## config.mk

```make
export PLATFORM = sky130hd
export DESIGN_NAME = serial_transmitter_flat
export DESIGN_NICKNAME = d
export VERILOG_FILES = /design/src/rtl/serial_transmitter_if.sv /design/src/rtl/serial_transmitter.sv /design/src/flat_wrapper.sv
export SDC_FILE = /design/constraint.sdc
export NUM_CORES = 1
export LEC_CHECK = 0
export CORE_MARGIN = 3
export CORE_UTILIZATION = 41
export CTS_CLUSTER_SIZE = 8
export DETAILED_ROUTE_END_ITERATION = 10
export PLACE_DENSITY_LB_ADDON = 0.12
export REMOVE_ABC_BUFFERS = 1
export SYNTH_ARGS = -nofsm -noshare
export SYNTH_HDL_FRONTEND = slang
export SYNTH_SLANG_ARGS = --single-unit
export TNS_END_PERCENT = 30
```

## constraint.sdc

```tcl
create_clock -name clk -period 2.3 [get_ports clk]
set_input_delay 0.345 -clock clk [delete_from_list [all_inputs] [get_ports clk]]
set_output_delay 0.345 -clock clk [all_outputs]
set_load 0.05 [all_outputs]
```

## src/rtl/serial_transmitter_if.sv

```systemverilog
// Handshake and serial-line bundle for serial_transmitter.
// The producer side uses master; the transmitter uses slave.
interface serial_transmitter_if #(
  parameter int DATA_WIDTH = 8
);
  logic [DATA_WIDTH-1:0] data_in;
  logic                  valid;
  logic                  ready;
  logic                  out;
  logic                  busy;
  logic                  done;

  modport master (
    output data_in,
    output valid,
    input  ready,
    input  out,
    input  busy,
    input  done
  );

  modport slave (
    input  data_in,
    input  valid,
    output ready,
    output out,
    output busy,
    output done
  );
endinterface

```

## src/rtl/serial_transmitter.sv

```systemverilog
// Parallel-to-serial framer: start bit 0, DATA_WIDTH data bits LSB first,
// parity bit, stop bit 1. Back-to-back frames are accepted on the last stop cycle.
module serial_transmitter #(
  parameter int DATA_WIDTH   = 8,
  parameter int CLKS_PER_BIT = 1,
  parameter int PARITY_ODD   = 1
) (
  input  logic                 clk,
  input  logic                 arst,
  serial_transmitter_if.slave  bus
);
  localparam int TICK_W = (CLKS_PER_BIT > 1) ? $clog2(CLKS_PER_BIT) : 1;
  localparam int BIT_W  = (DATA_WIDTH > 1) ? $clog2(DATA_WIDTH) : 1;
  localparam logic [TICK_W-1:0] TICK_LAST = TICK_W'(CLKS_PER_BIT - 1);
  localparam logic [BIT_W-1:0]  BIT_LAST  = BIT_W'(DATA_WIDTH - 1);

  typedef enum logic [2:0] {
    IDLE   = 3'd0,
    START  = 3'd1,
    DATA   = 3'd2,
    PARITY = 3'd3,
    STOP   = 3'd4
  } state_t;

  state_t                r_state;
  logic [DATA_WIDTH-1:0] r_shift;
  logic [BIT_W-1:0]      r_bit;
  logic [TICK_W-1:0]     r_tick;
  logic                  r_parity;
  logic                  r_out;

  logic                  w_last_tick;
  logic                  w_ready;
  logic                  w_accept;
  logic [DATA_WIDTH-1:0] w_shift_next;

  function automatic logic calc_parity(input logic [DATA_WIDTH-1:0] d);
    return (PARITY_ODD != 0) ? ~^d : ^d;
  endfunction

  assign w_last_tick  = (r_tick == TICK_LAST);
  // Ready on the last stop cycle lets the next frame start with no idle gap.
  assign w_ready      = (r_state == IDLE) || ((r_state == STOP) && w_last_tick);
  assign w_accept     = bus.valid && w_ready;
  assign w_shift_next = r_shift >> 1;

  assign bus.ready = w_ready;
  assign bus.out   = r_out;
  assign bus.busy  = (r_state != IDLE);
  assign bus.done  = (r_state == STOP) && w_last_tick;

  // Frame sequencer: state, bit/tick counters, shift register and the registered line.
  always_ff @(posedge clk or negedge arst) begin
    if (!arst) begin
      r_state  <= IDLE;
      r_shift  <= '0;
      r_bit    <= '0;
      r_tick   <= '0;
      r_parity <= 1'b0;
      r_out    <= 1'b1;
    end else begin
      case (r_state)
        IDLE: begin
          r_tick <= '0;
          if (w_accept) begin
            r_shift  <= bus.data_in;
            r_parity <= calc_parity(bus.data_in);
            r_out    <= 1'b0;
            r_state  <= START;
          end else begin
            r_out <= 1'b1;
          end
        end
        START: begin
          if (w_last_tick) begin
            r_tick  <= '0;
            r_bit   <= '0;
            r_out   <= r_shift[0];
            r_state <= DATA;
          end else begin
            r_tick <= r_tick + TICK_W'(1);
          end
        end
        DATA: begin
          if (w_last_tick) begin
            r_tick <= '0;
            if (r_bit == BIT_LAST) begin
              r_out   <= r_parity;
              r_state <= PARITY;
            end else begin
              r_bit   <= r_bit + BIT_W'(1);
              r_shift <= w_shift_next;
              r_out   <= w_shift_next[0];
            end
          end else begin
            r_tick <= r_tick + TICK_W'(1);
          end
        end
        PARITY: begin
          if (w_last_tick) begin
            r_tick  <= '0;
            r_out   <= 1'b1;
            r_state <= STOP;
          end else begin
            r_tick <= r_tick + TICK_W'(1);
          end
        end
        STOP: begin
          if (w_last_tick) begin
            r_tick <= '0;
            if (w_accept) begin
              r_shift  <= bus.data_in;
              r_parity <= calc_parity(bus.data_in);
              r_out    <= 1'b0;
              r_state  <= START;
            end else begin
              r_out   <= 1'b1;
              r_state <= IDLE;
            end
          end else begin
            r_tick <= r_tick + TICK_W'(1);
          end
        end
        default: begin
          r_tick  <= '0;
          r_out   <= 1'b1;
          r_state <= IDLE;
        end
      endcase
    end
  end
endmodule

```

## src/flat_wrapper.sv

```systemverilog
// flat-port wrapper written by rule: the top's interface ports become plain ports
module serial_transmitter_flat 
#(
  parameter int DATA_WIDTH   = 8,
  parameter int CLKS_PER_BIT = 1,
  parameter int PARITY_ODD   = 1
)
  (clk, arst, bus_data_in, bus_valid, bus_ready, bus_out, bus_busy, bus_done);
  serial_transmitter_if #(.DATA_WIDTH(DATA_WIDTH)) bus_i ();
  input  logic clk;
  input  logic arst;
  input wire logic [$bits(bus_i.data_in)-1:0] bus_data_in;
  input wire logic [$bits(bus_i.valid)-1:0] bus_valid;
  output wire logic [$bits(bus_i.ready)-1:0] bus_ready;
  output wire logic [$bits(bus_i.out)-1:0] bus_out;
  output wire logic [$bits(bus_i.busy)-1:0] bus_busy;
  output wire logic [$bits(bus_i.done)-1:0] bus_done;
  assign bus_i.data_in = bus_data_in;
  assign bus_i.valid = bus_valid;
  assign bus_ready = bus_i.ready;
  assign bus_out = bus_i.out;
  assign bus_busy = bus_i.busy;
  assign bus_done = bus_i.done;
  serial_transmitter #(.DATA_WIDTH(DATA_WIDTH), .CLKS_PER_BIT(CLKS_PER_BIT), .PARITY_ODD(PARITY_ODD)) u_core (.clk(clk), .arst(arst), .bus(bus_i));
endmodule
```

## After elaboration in Yosys (flattened, before gate mapping)

Cells that the tools add are included.

- Shift-type cells: 0
- Reductions and logical operators: 15
- Divide/modulo/power cells: 0
- $mul: 0
- Equality and inequality tests: 12
- Bitwise logic cells: 1
- Order comparisons: 0
- $add $sub $neg: 2
- Mux-type cells: 29

Operators by type and width:

| operator | count |
|---|---|
| 2-to-1 mux 8 bit | 4 |
| 2-to-1 mux 3 bit | 9 |
| case mux 8 bit (3 select lines) | 1 |
| case mux 3 bit (5 select lines) | 1 |
| AND reduction 4 bit | 3 |
| 2-to-1 mux 1 bit | 11 |
| inequality test 2 bit, second input constant | 5 |
| XNOR reduction 8 bit | 1 |
| equality test 3 x 2 -> 1 bit, second input constant | 2 |
| equality test 3 bit, second input constant | 2 |
| case mux 3 bit (2 select lines) | 1 |
| AND reduction 6 bit | 1 |
| nonzero test 3 bit | 2 |
| case mux 1 bit (5 select lines) | 1 |
| inequality test 2 x 1 -> 1 bit, second input constant | 2 |
| nonzero test 2 bit | 2 |
| OR reduction 4 bit | 1 |
| adder 3 x 1 -> 3 bit, second input constant | 1 |
| equality test 3 x 1 -> 1 bit, second input constant | 1 |
| logical NOT 3 bit | 1 |
| logical AND 1 bit | 2 |
| case mux 1 bit (2 select lines) | 1 |
| AND reduction 2 bit | 1 |
| adder 1 bit, second input constant | 1 |
| 2 further kinds | 2 |

- Bits in read-only memories: 0
- Memories kept: 0
- Memory bits (writable): 0
- Register bits after elaboration: 17
- Input bits: 11
- Logic and storage cells: 65
- Latch bits: 0

## Depth between registers and ports, before layout

Gate-level depths: netlist of the first run.

- Depth after elaboration: 7
- Mapped depth: 7

## Worst setup path before layout of the first run

No wires, ideal clock.

- Path type: flip-flop to output port
- Start: register u_core.r_state[1]
- End: output port bus_done
- Data required time: 1.955 ns
- Cell stages (with the launch flop): 4
- Slack: 0.172 ns
- Arrival time: 1.783 ns
- Cells stage by stage: dfrtp_1 > buf_4 > nor2_1 > and2_1

- Longest elaborated chain between the ends: 2

RTL lines:

| element | line | source |
|---|---|---|
| start, declared | serial_transmitter.sv:25 | `state_t r_state;` |
| start signal, assigned | serial_transmitter.sv:55 | `r_state <= IDLE;` |
| start signal, assigned | serial_transmitter.sv:69 | `r_state <= START;` |
| start signal, assigned | serial_transmitter.sv:79 | `r_state <= DATA;` |
| equality test 3 bit | serial_transmitter.sv:50 | `assign bus.done = (r_state == STOP) && w_last_tick;` |
| logical AND 1 bit | serial_transmitter.sv:50 |  |
| end, declared | flat_wrapper.sv:17 | `output wire logic [$bits(bus_i.done)-1:0] bus_done;` |

Every way passes these cells.

## Worst setup path after layout of the first run

- Start: register u_core.r_bit[0]
- End: register u_core.r_shift[7]

- Longest elaborated chain between the ends: 3

RTL lines:

| element | line | source |
|---|---|---|
| start, declared | serial_transmitter.sv:27 | `logic [BIT_W-1:0] r_bit;` |
| start signal, assigned | serial_transmitter.sv:91 | `r_bit <= r_bit + BIT_W'(1);` |
| equality test 3 bit | serial_transmitter.sv:87 | `if (r_bit == BIT_LAST) begin` |
| inequality test 2 bit (no line) | -- |  |
| AND reduction 4 bit (no line) | -- |  |
| end signal, assigned | serial_transmitter.sv:66 | `r_shift <= bus.data_in;` |
| end signal, assigned | serial_transmitter.sv:92 | `r_shift <= w_shift_next;` |
| end signal, assigned | serial_transmitter.sv:112 | `r_shift <= bus.data_in;` |
| end, declared | serial_transmitter.sv:26 | `logic [DATA_WIDTH-1:0] r_shift;` |

Every way passes these cells.
A chain may end at the register's enable or synchronous reset.

==> results of run 1 <==
## placed cells by master, fill, tap and decap left out, types with 2 or more instances in the layout
cell	synthesis	layout
dfrtp_1	15	15
nor2_1	12	12
clkdlybuf4s50_1	0	11
a21oi_1	10	10
mux2i_1	9	9
xnor2_1	7	7
nand2_1	4	4
o21ai_0	4	4
inv_1	3	3
clkbuf_4	0	3
nand2b_1	2	2
nor2b_1	2	2
a21oi_2	2	2
ha_1	2	2
dlymetal6s2s_1	0	2
buf_4	1	2
## through the flow
step	power (W)	instance area, sq um	instances	util (%)	hold WS [ns]
6_report	0.00144	1070	130	53.5	0.492
5_1_grt	0.00156	1070	130	53.5	0.543
4_1_cts	0.00146	1070	130	53.3	0.503
3_5_place_dp	0.00131	1040	126	51.9	0.482
3_3_place_gp	0.00129	1040	126	51.9	0.471
2_1_floorplan	0.00109	861	84	-	0.0494
## cell type report
| type | count | share of cell area, % |
|---|---|---|
| inverter | 3 | 1.05 |
| tap | 27 | 3.15 |
| sequential | 16 | 37.5 |
| clock buffer | 4 | 2.45 |
| timing repair buffer | 15 | 14.0 |
| multi-input combinational | 65 | 41.8 |
## cells in the mapped netlist (2+ instances only)
library cell,n
dfrtp_1,15
nor2_1,12
a21oi_1,10
mux2i_1,9
xnor2_1,7
nand2_1,4
o21ai_0,4
inv_1,3
a21oi_2,2
ha_1,2
nand2b_1,2
nor2b_1,2
## power groups by stage
stage | Combinational, W | Clock (W) | Sequential [W]
final | 0.000760 | 0.000154 | 0.000529
after global routing | 0.000848 | 0.000167 | 0.000548
after CTS | 0.000774 | 0.000162 | 0.000529
after detailed placement | 0.000771 | 0 | 0.000535
after global placement | 0.000761 | 0 | 0.000529
after floorplan | 0.000547 | 0 | 0.000547
## logic make-up after synthesis
| family | share of synthesized area, % |
|---|---|
| buf+inv | 3.96 |
| xor+xnor | 7.92 |
| flops | 45.4 |
| simple gates | 16.3 |
| fa+ha+maj | 2.83 |
| mux | 10.2 |
| compound gates | 13.4 |
## critical path: stages (launching register included)
cell and delay [ns]:
dfrtp_1 0.42, ha_1 0.22, ha_1 0.25, or3b_4 0.41, a21oi_4 0.39, o22ai_1 0.15
## registers in the layout, indices dropped and copies added (netlist names)
register	count
u_core.r_parity	1
u_core.bus.out	1
u_core.r_shift	8
u_core.r_bit	3
u_core.r_state	3
## worst max path at each step
| stage | from | endpoint | slack, ns | cells past startpoint |
|---|---|---|---|---|
| after global routing | u_core.r_bit[0] | u_core.r_shift[1] | 0.20 | 6 |
| after detailed placement | u_core.r_state[1] | bus_busy | 0.33 | 2 |
| after CTS | u_core.r_state[1] | bus_busy | 0.01 | 2 |
| after global placement | u_core.r_state[1] | bus_busy | 0.35 | 2 |
| after floorplan | u_core.r_state[1] | bus_done | 0.19 | 2 |
| final | u_core.r_bit[0] | u_core.r_shift[7] | 0.33 | 5 |
## timing repair
| item | 4_1_cts | 5_1_grt |
|---|---|---|
| hold buffers | 0 | 0 |
| resized for setup | 0 | 2 |
| endpoints found under the setup margin | 0 | 2 |
## metal layers
metal	track usage [%]	part of all wire, %	up-vias	routed length, um
met5	0	0	-	0
met4	7.66	0.73	0	12
met3	2.85	4.1	2	68
met2	20.7	45	10	747
met1	18.6	49	313	813
li1	-	-	324	-
==> impl_metrics.toml, run 1 <==
[place]
placement.setup.worst_slack_ns = 0.333
placement.io_buffers = 14
gp_congestion = 0.836
post-dp-hpwl_um = 1220

[finish]
diodes = 0
drive_gt1_share_pct = 11.7
design.final.nets = 117
fillers = 190
multiInputGateArea_sq_um = 448
flow.area_growth_from_synthesis_pct = 21.1
layout.area.seq_sq_um = 402

[routing]
wire_per_inst_um = 12.6
detailroute.via_count = 649
drt-total-wl_um = 1640
drc = 0
drt-pass1-iter-count = 4
drt_iter0_markers = 9
postRouteAntennaNets = 0
post_drt_via_cell_ratio = 4.99

[setup_path]
timing.critical_path.required_ns = 2.45
worst_setup_path_end_kind = "flop"
worst_setup_path_start_kind = "flop"
worstPathArrival_ns = 2.12
worstSetupPathType = "reg -> reg"
worst_reg2reg_path_depth = 5
reg2reg_setup_slack_ns = 0.33
cp_max_fo = 15
critical_r2r_capture = "u_core.r_shift[7]"
worst_r2r_startpoint = "u_core.r_bit[0]"

[synth]
synth_warn = 0
postSynthCellCount = 87
postSynth.asyncResetShare_pct = 100
synth_largest_type_area_fraction_pct = 42.4
yosys_top_cell_by_area = "dfrtp_1"
netlist_area_sq_um = 885
synth-edff-count = 0
synth.distinct_cells = 27
synth_seq_area_share_pct = 45.4
dominantRegCellSynth = "dfrtp_1"
post_synth.cell_area_avg_sq_um = 10.2
synth.area.top_cells = "dfrtp_1 42%, mux2i_1 10%, xnor2_1 6.9%"
yosys_register_bits = 16

[die]
die_height_um = 52.5
die_outline_width_um = 52.5
core_area_sq_mm = 0.00200
io_pins = 15
rows = 16
die_footprint_sq_mm = 0.00275
floorplan.initialDensity_pct = 44.2

[timing]
finalSetupViolCount = 0
hold_viol_final = 0
rsz_0062_raised_after_global_routing = "false"
finalWorstPathRequiredPeriod_ns = 1.97
slew_headroom_pct = 50.7
postLayoutSetupSlackWorst_ns = 0.332
finalClockSkew_ns = 0.00507
drv_slew = 0
post_route_clock_period_utilization_pct = 85.6
fmax_mhz = 508
finalSetupTns_ns = 0
worst_slew_pin_slew_ns = 0.737

[clock_tree]
cts_htree_levels = 1
post-cts-setup-buffers = 0
cts_buffer_depth = 2
clock-sinks = 16
clk_pin_slew_ns = 0.09
cts_tree = "done"
cts_inserted_buffers = 3
worst_skew_pair.late_latency_ns = 0.28
cts_root_buf = "clkbuf_4"

[grt]
grt_overflow_total = 0
global_route.usage.total_pct = 13.9
first_global_vias = 657
number_of_antenna_violations_at_the_first_check_in_global_routing = 0
grt_first_pass_wirelength_um = 2760
grt_start_max_net_pins = 17

[pwr]
power_per_cell_area_mw_per_mm2 = 1350
power_switching_share_pct = 43.7
p_leak_nw = 0.461
p_sw_w = 0.000630
clkPwrFrac_pct = 10.7
power.sequential.fraction_pct = 36.7
ir_worst_vdd_v = 0.000782
intPower_w = 0.000813
combPwrFrac_pct = 52.6

[worst_hold_path]
worst_hold_path_type = "in -> async"

[outcome]
run_status = "complete, no violations"

[job]
maxCapViolCount = 0
Power figures use the tool's default switching activity.
==> run 2, diff against run 1 <==
--- a/config.mk
+++ b/config.mk
@@ -5,7 +5,8 @@
 export SDC_FILE = /design/constraint.sdc
 export NUM_CORES = 1
 export LEC_CHECK = 0
-export CORE_MARGIN = 3
+export CAP_MARGIN = 20
+export CORE_MARGIN = 1
 export CORE_UTILIZATION = 41
 export CTS_CLUSTER_SIZE = 8
 export DETAILED_ROUTE_END_ITERATION = 10
==> impl_metrics.toml, run 2 (synthesized netlist as in run 1, its figures left out) <==
[setup_path]
worstSetupPathType = "reg -> out"
worst_r2r_startpoint = "u_core.r_bit[0]"
worstPathArrival_ns = 1.77
worst_setup_path_start_kind = "flop"
timing.critical_path.required_ns = 1.96
cp_max_fo = 8
critical_r2r_capture = "u_core.r_shift[7]"
setup.worst_path.end = "bus_busy"
reg2reg_setup_slack_ns = 0.37
worst_setup_path_end_kind = "primary output"
cp-startpoint = "u_core.r_state[2]"
worst_reg2reg_path_depth = 5

[finish]
fillers = 189
fin_util_pct = 53.8
multiInputGateArea_sq_um = 448
design.final.nets = 118
max_flop_register = "u_core.r_shift"
finish.cell_count_without_fillers = 131
fin_area_sq_mm = 0.00108
layout.cells.most_common_list = "15 x dfrtp_1, 12 x nor2_1, 12 x clkdlybuf4s50_1, 10 x a21oi_1, 9 x mux2i_1"
mostFrequentLayoutCell = "dfrtp_1"
layout_top_registers = "u_core.r_shift: 8 flops, u_core.r_bit: 3 flops, u_core.r_state: 3 flops"
diodes = 0
flow.area_growth_from_synthesis_pct = 21.6
drive_gt1_share_pct = 12.5
layout.area.seq_sq_um = 402
largest_register_ffs = 8

[clock_tree]
clk_pin_slew_ns = 0.09
clock-sinks = 16
cts_root_buf = "clkbuf_4"
cts_hold_buffers = 0
cts_htree_levels = 1
cts_inserted_buffers = 3
worst_skew_pair.late_latency_ns = 0.28
cts_buffer_depth = 2
cts_tree = "done"

[job]
maxCapViolCount = 0

[timing]
finalSetupViolCount = 0
finalSetupTns_ns = 0
drv_slew = 0
hold_viol_final = 0
post_route_clock_period_utilization_pct = 91.8
slew_headroom_pct = 51.3
finalWorstPathRequiredPeriod_ns = 2.11
rsz_0062_raised_after_global_routing = "false"
finalClockSkew_ns = 0.00363
worst_slew_pin_slew_ns = 0.728
fmax_mhz = 474

[place]
post-dp-hpwl_um = 1180
placement.io_buffers = 14
placed_cells_incl_taps = 127
placement.cell_area_sq_mm = 0.00105
gp_congestion = 0.857

[grt]
number_of_antenna_violations_at_the_first_check_in_global_routing = 0
first_global_vias = 619
grt_overflow_total = 0
global_route.usage.total_pct = 14.8
grt_first_pass_wirelength_um = 2650
grt_start_max_net_pins = 17

[routing]
wire_per_inst_um = 12.1
drc = 0
postRouteAntennaNets = 0
drt-pass1-iter-count = 4
post_drt_via_cell_ratio = 4.85
drt_iter0_markers = 10
detailroute.via_count = 636
drt-total-wl_um = 1580

[die]
io_pins = 15
die_outline_width_um = 48.5
core_area_sq_mm = 0.00200
floorplan.initialDensity_pct = 44.2
die_height_um = 48.5
rows = 16
die_footprint_sq_mm = 0.00235

[outcome]
run_status = "complete, no violations"

[pwr]
p_leak_nw = 0.458
ir_worst_vdd_v = 0.000578
power_per_cell_area_mw_per_mm2 = 1350

[worst_hold_path]
worst_hold_path_type = "in -> async"
run 2: changes by cell type in the layout (fill, tap and decap cells not counted), sizes merged:
cell	previous run	this run
dlymetal6s2s	2	1
buf	2	3
clkdlybuf4s50	11	12
run 2: worst min path at each step:
stage | depth (start not counted) | end | slack, ns | startpoint
finish | 1 | u_core.r_bit[1] | 0.49 | arst
global route | 1 | u_core.r_bit[1] | 0.54 | arst
CTS | 1 | u_core.r_bit[1] | 0.51 | arst
detailed placement | 2 | u_core.r_parity | 0.50 | u_core.r_parity
global placement | 2 | u_core.r_parity | 0.48 | u_core.r_parity
floorplan | 0 | u_core.r_bit[0] | 0.05 | arst
run 2: layer usage:
metal  track usage, %  share of wire (%)  routed length (um)
met5                0                  0                   0
met4             1.47                  0                   0
met3             6.60                3.4                  54
met2             22.8                 45                 707
met1             20.0                 52                 821
run 2: what timing repair did:
item | 4_1_cts | 5_1_grt
hold endpoints to repair | 0 | 0
setup endpoints to repair | 0 | 1
setup buffers | 0 | 0
resized for setup | 0 | 1
run 2: area by class of cell:
type                       instances  share of cell area (%)
clock buffer                       4                    2.44
inverter                           3                    1.05
multi-input combinational         65                    41.6
sequential                        16                    37.3
tap                               27                    3.14
timing repair buffer              16                    14.4
run 2: through the flow:
stage	power (W)	hold slack [ns]	setup slack, ns
after detailed placement	0.00132	0.500	0.356
after CTS	0.00148	0.514	0.0672
final	0.00145	0.489	0.190
after floorplan	0.00109	0.0494	0.186
after global routing	0.00157	0.535	0.114
after global placement	0.00130	0.479	0.412
run 2: worst max-delay path, cell delays in order, from the launching register on:
cell and delay [ns]:
dfrtp_1 0.46, or3_1 0.32, clkdlybuf4s50_1 0.70
run 2: power by group:
part | leakage (nW) | switching (W) | internal [W]
Sequential | 0.190 | 0.0000815 | 0.000419
Clock | 0.0150 | 0.0000854 | 0.0000673
Combinational | 0.253 | 0.000461 | 0.000341
